[config.mk]
export PLATFORM = sky130hd
export DESIGN_NAME = instr_mem_loader
export DESIGN_NICKNAME = d
export VERILOG_FILES = /design/src/rtl/instr_mem_loader.sv
export SDC_FILE = /design/constraint.sdc
export NUM_CORES = 1
export LEC_CHECK = 0
export ABC_AREA = 1
export ABC_CLOCK_PERIOD_IN_PS = 1500
export BUFFER_PORTS_ARGS = -buffer_cell sky130_fd_sc_hd__buf_4
export CAP_MARGIN = 20
export CELL_PAD_IN_SITES_DETAIL_PLACEMENT = 0
export CELL_PAD_IN_SITES_GLOBAL_PLACEMENT = 1
export CORE_UTILIZATION = 37
export CTS_BUF_LIST = sky130_fd_sc_hd__clkbuf_4 sky130_fd_sc_hd__clkbuf_8
export DETAILED_ROUTE_END_ITERATION = 8
export PLACE_DENSITY = 0.81
export SETUP_SLACK_MARGIN = 0.15
export SYNTH_ARGS = -nofsm -noshare
export SYNTH_HDL_FRONTEND = slang
export SYNTH_SLANG_ARGS = --single-unit
[constraint.sdc]
create_clock -name clk -period 1.5 [get_ports clk]
set_input_delay 0.075 -clock clk [delete_from_list [all_inputs] [get_ports clk]]
set_output_delay 0.075 -clock clk [all_outputs]
set_load 0.02 [all_outputs]
[src/rtl/instr_mem_loader.sv]
// Serial program loader: 16-bit word-count header followed by big-endian 32-bit words,
// one instruction-memory write per assembled word; the CPU is held in reset while loading.
module instr_mem_loader #(
    parameter int ROM_SIZE = 128,
    parameter int ROM_BIT  = 7
) (
    input  logic        clk,
    input  logic        reset,
    input  logic        start,
    input  logic [7:0]  rx_data,
    input  logic        rx_valid,
    output logic        rx_ready,
    output logic        wr_en,
    output logic [31:0] wr_addr,
    output logic [31:0] wr_data,
    output logic        busy,
    output logic        done,
    output logic        error,
    output logic        cpu_hold
);

    localparam logic [2:0] S_IDLE   = 3'd0;
    localparam logic [2:0] S_HDR_HI = 3'd1;
    localparam logic [2:0] S_HDR_LO = 3'd2;
    localparam logic [2:0] S_DATA   = 3'd3;
    localparam logic [2:0] S_DONE   = 3'd4;
    localparam logic [2:0] S_ERR    = 3'd5;

    logic [2:0]         state;
    logic [7:0]         count_hi;
    logic [15:0]        count;
    logic [ROM_BIT-1:0] index;
    logic [1:0]         byte_cnt;
    logic [23:0]        shift;

    logic        accept;
    logic [15:0] hdr_count;
    logic        last_word;

    assign accept    = rx_valid && rx_ready;
    assign hdr_count = {count_hi, rx_data};
    assign last_word = (16'(index) + 16'd1) == count;

    // Handshake and status are pure state decodes, so rx_ready never looks at rx_valid.
    assign rx_ready = (state == S_HDR_HI) || (state == S_HDR_LO) || (state == S_DATA);
    assign busy     = rx_ready;
    assign cpu_hold = busy;
    assign done     = (state == S_DONE);
    assign error    = (state == S_ERR);

    always_ff @(posedge clk) begin
        if (reset) begin
            state    <= S_IDLE;
            count_hi <= '0;
            count    <= '0;
            index    <= '0;
            byte_cnt <= '0;
            shift    <= '0;
            wr_en    <= 1'b0;
            wr_addr  <= '0;
            wr_data  <= '0;
        end else begin
            // NOTE: default-low here turns the single assignment below into a one-cycle pulse.
            wr_en <= 1'b0;
            case (state)
                S_IDLE, S_DONE, S_ERR: begin
                    if (start) begin
                        state    <= S_HDR_HI;
                        index    <= '0;
                        byte_cnt <= '0;
                    end
                end
                S_HDR_HI: begin
                    if (accept) begin
                        count_hi <= rx_data;
                        state    <= S_HDR_LO;
                    end
                end
                S_HDR_LO: begin
                    if (accept) begin
                        count <= hdr_count;
                        if (hdr_count == 16'd0)
                            state <= S_DONE;
                        else if (hdr_count > 16'(ROM_SIZE))
                            state <= S_ERR;
                        else
                            state <= S_DATA;
                    end
                end
                S_DATA: begin
                    if (accept) begin
                        byte_cnt <= byte_cnt + 2'd1;
                        shift    <= {shift[15:0], rx_data};
                        if (byte_cnt == 2'd3) begin
                            wr_en   <= 1'b1;
                            wr_addr <= 32'(index) << 2;
                            wr_data <= {shift, rx_data};
                            // Index stays put on the final word so it never passes ROM_SIZE-1.
                            if (last_word)
                                state <= S_DONE;
                            else
                                index <= index + ROM_BIT'(1);
                        end
                    end
                end
                default: state <= S_IDLE;
            endcase
        end
    end

endmodule

==> run summary <==
Status = complete, but fails checks
Failing checks = negative setup slack
Sequential cell area fraction in the yosys report = 0.479
Crit path time final = 1.72 ns
Share of cells above drive strength 1 = 0.489
Max Cap Viol = 0
First-pass GRT wire length = 18700 um
Max Slew Vio Count = 0
Initial DRC count = 156
# port buffers = 56
Length of the first detailed-routing pass in iterations = 4
CTS tree = yes
R2r startpoint = index[1]$_SDFFE_PP0P_
Hold Crit Class = in2reg
Worst R2R Setup Slack = -0.22 ns
Core ar. = 10900 sq um
Fmax achieved = 0.581 GHz
Setup slack after layout = -0.221 ns
Mean Syn Cell Area = 7.85 sq um
HP Start = rx_data[0]
Critical R2R Capture = index[1]$_SDFFE_PP0P_
Leakage = 0.00275 uW
Final Skew = 0.00687 ns
Vias in the first global route = 3656
Antenna-violating nets left = 0
Clock Latency Late Sink = 0.37 ns
Synth Cell Area = 4180 sq um
GRT Resource Usage Total = 0.205
GRT overflow = 0
FP Rows = 38
Syn Inst Count = 533
DRC viols = 0
Post-route cell area = 6740 sq um
Setup Viol. Count Final = 64
Syn-to-layout area delta = 61.2%
Worst Path Required = 1.76 ns
CP Class = reg2reg
Startpoint Class = flip-flop
Final #Nets = 678
Hold Path Sink = count[0]$_SDFFE_PP0P_
Drt wl/cell = 15.8 um
Ys Warns = 0
Io pins = 82
RSZ-0062 raised after global routing = yes
Setup WS pre-CTS = -0.207 ns
CTS Buffer Depth = 2
Crit Path Max Fanout = 4
Worst hold path stage count = 4
DP HPWL = 6880 um
Via density = 5.02
Reg2reg path depth = 11
Initial Utilization = 0.382
Die ar. = 11700 sq um
RD Place Congestion = 0.827
Sink Count = 100
Final Cycle Share = 1.15
Vias post-DR = 4062
Yosys reg bits = 100
Clock-pin slew on the worst setup and hold paths = 0.10 ns
DIE WIDTH = 108 um
DRT Wirelength = 12800 um
Max H-tree Level = 3
Antenna Cells = 0
CTS Root Cell = clkbuf_8
Post-synthesis cell type count = 33
Final Hold Fails = 0
Initial antenna violation count = 0
Area after DPL = 4970 sq um
CTS Buf Count = 9
Die H = 108 um
CP Capture Type = flip-flop
WP data arrival = 1.98 ns
Largest net degree at the start of global routing = 43
Power, Total = 7730 uW
Max IR drop VDD = 0.000912 V
Worst hold margin = 0.0983 ns
Pwr dens = 1150 nW/um^2
-- repair_timing --
item / CTS / global route
pin swaps: 26 / 39
hold buffers: 2 / 0
endpoints found under the hold margin: 8 / 0
endpoints found under the setup margin: 91 / 102
setup buffers: 18 / 9
resized for setup: 165 / 117
cloned: 14 / 6
-- cell families after synthesis --
kind of cell             synth area share
XOR/XNOR                          0.00209
AO/OA/AOI/OAI                       0.193
flip-flops                          0.479
AND/OR/NAND/NOR                     0.194
adder cells (fa/ha/maj)           0.00598
buffers and inverters               0.125
other                            0.000897
-- synth_stat cells (all sizes together) --
cell type / n / share of area
dfxtp: 100 / 0.48
o21ai: 91 / 0.11
a21oi: 62 / 0.079
inv: 57 / 0.051
nor2: 55 / 0.062
nand2: 52 / 0.055
nand3: 40 / 0.051
buf: 38 / 0.061
clkbuf: 13 / 0.012
nand4: 7 / 0.010
nand3b: 3 / 0.0054
and2: 2 / 0.0030
ha: 2 / 0.0060
nor3: 2 / 0.0024
or2: 2 / 0.0030
clkinv: 1 / 0.00090
conb: 1 / 0.00090
nor4: 1 / 0.0015
o211a: 1 / 0.0024
o21bai: 1 / 0.0018
o22ai: 1 / 0.0015
xnor2: 1 / 0.0021
-- per-stage QoR --
stage / cells / TNS [ns] / util
finish: 809 / -3.98 / 0.616
global route: 809 / -10.35 / 0.616
CTS: 794 / -2.89 / 0.562
global placement: 744 / -1.61 / 0.454
floorplan: 557 / -0.346 / -
detailed placement: 744 / -1.85 / 0.454
-- layer usage --
| layer | global-route usage | wire length (um) | vias up | part of all wire |
|---|---|---|---|---|
| li1 | - | - | 1985 | - |
| met1 | 0.272 | 5440 | 1947 | 0.43 |
| met2 | 0.345 | 6590 | 114 | 0.52 |
| met3 | 0.0374 | 525 | 16 | 0.041 |
| met4 | 0.0454 | 218 | 0 | 0.017 |
| met5 | 0 | 0 | - | 0 |
-- cell usage in the layout, fill, tap and decap left out, types with 2 or more instances in the layout --
cell type / instances
inv_2: 4
inv_6: 2
buf_16: 14
nand3_2: 19
nand3_4: 3
o21ai_2: 49
conb_1: 25
dfxtp_4: 5
nand2_1: 30
nand3b_1: 3
dfxtp_1: 93
o21ai_1: 25
nand2_4: 6
nor2_1: 37
inv_4: 4
inv_1: 47
clkbuf_16: 5
nor2_2: 5
a21oi_2: 28
a21oi_1: 34
o21ai_0: 13
nand3_1: 18
inv_8: 2
nor3_1: 2
clkinv_4: 3
buf_6: 19
nand4_1: 7
or2_2: 2
o21ai_4: 4
buf_12: 15
buf_4: 92
bufinv_16: 2
nand2_2: 15
clkbuf_8: 9
dfxtp_2: 2
nor2_4: 13
dlygate4sd3_1: 2
-- power by group --
part	switching (uW)	internal [uW]	total, uW
clock network	1010	966	1980
registers	220	2910	3130
logic	1410	1210	2620
-- state kept, by name (all words and copies together), names as in the netlist --
signal and flops:
wr_data 32, shift 24, count 16, count_hi 8
index 7, wr_addr 7, state 3, byte_cnt 2
wr_en 1
-- layout make-up --
type | count | area (sq um)
inverter | 58 | 253
clock buffer | 9 | 124
tap | 140 | 175
fill | 868 | 4190
multi-input combinational | 348 | 2320
clock inverter | 7 | 106
sequential | 100 | 2020
timing repair buffer | 147 | 1740
-- worst max-delay path, cell delays in order, from the launching register on --
cell	delay, ns
dfxtp_4	0.38
buf_6	0.11
nand2_2	0.05
nor2_4	0.19
nand3_2	0.10
nand2_1	0.08
nand4_1	0.13
nor2_4	0.17
nand2_2	0.09
buf_4	0.15
nand4_1	0.10
a21oi_2	0.06
-- worst max-delay path by stage --
| stage | from | endpoint | slack (ns) | cells after the start |
|---|---|---|---|---|
| finish | index[1]$_SDFFE_PP0P_ | index[1]$_SDFFE_PP0P_ | -0.22 | 11 |
| global route | index[3]$_SDFFE_PP0P_ | state[1]$_SDFFE_PP0P_ | -0.33 | 11 |
| CTS | index[0]$_SDFFE_PP0P_ | index[1]$_SDFFE_PP0P_ | -0.22 | 10 |
| detailed placement | index[0]$_SDFFE_PP0P_ | index[2]$_SDFFE_PP0P_ | -0.21 | 12 |
| global placement | index[0]$_SDFFE_PP0P_ | state[1]$_SDFFE_PP0P_ | -0.18 | 13 |
| floorplan | index[1]$_SDFFE_PP0P_ | state[1]$_SDFFE_PP0P_ | -0.07 | 11 |
(Power assumes the default switching activity.)
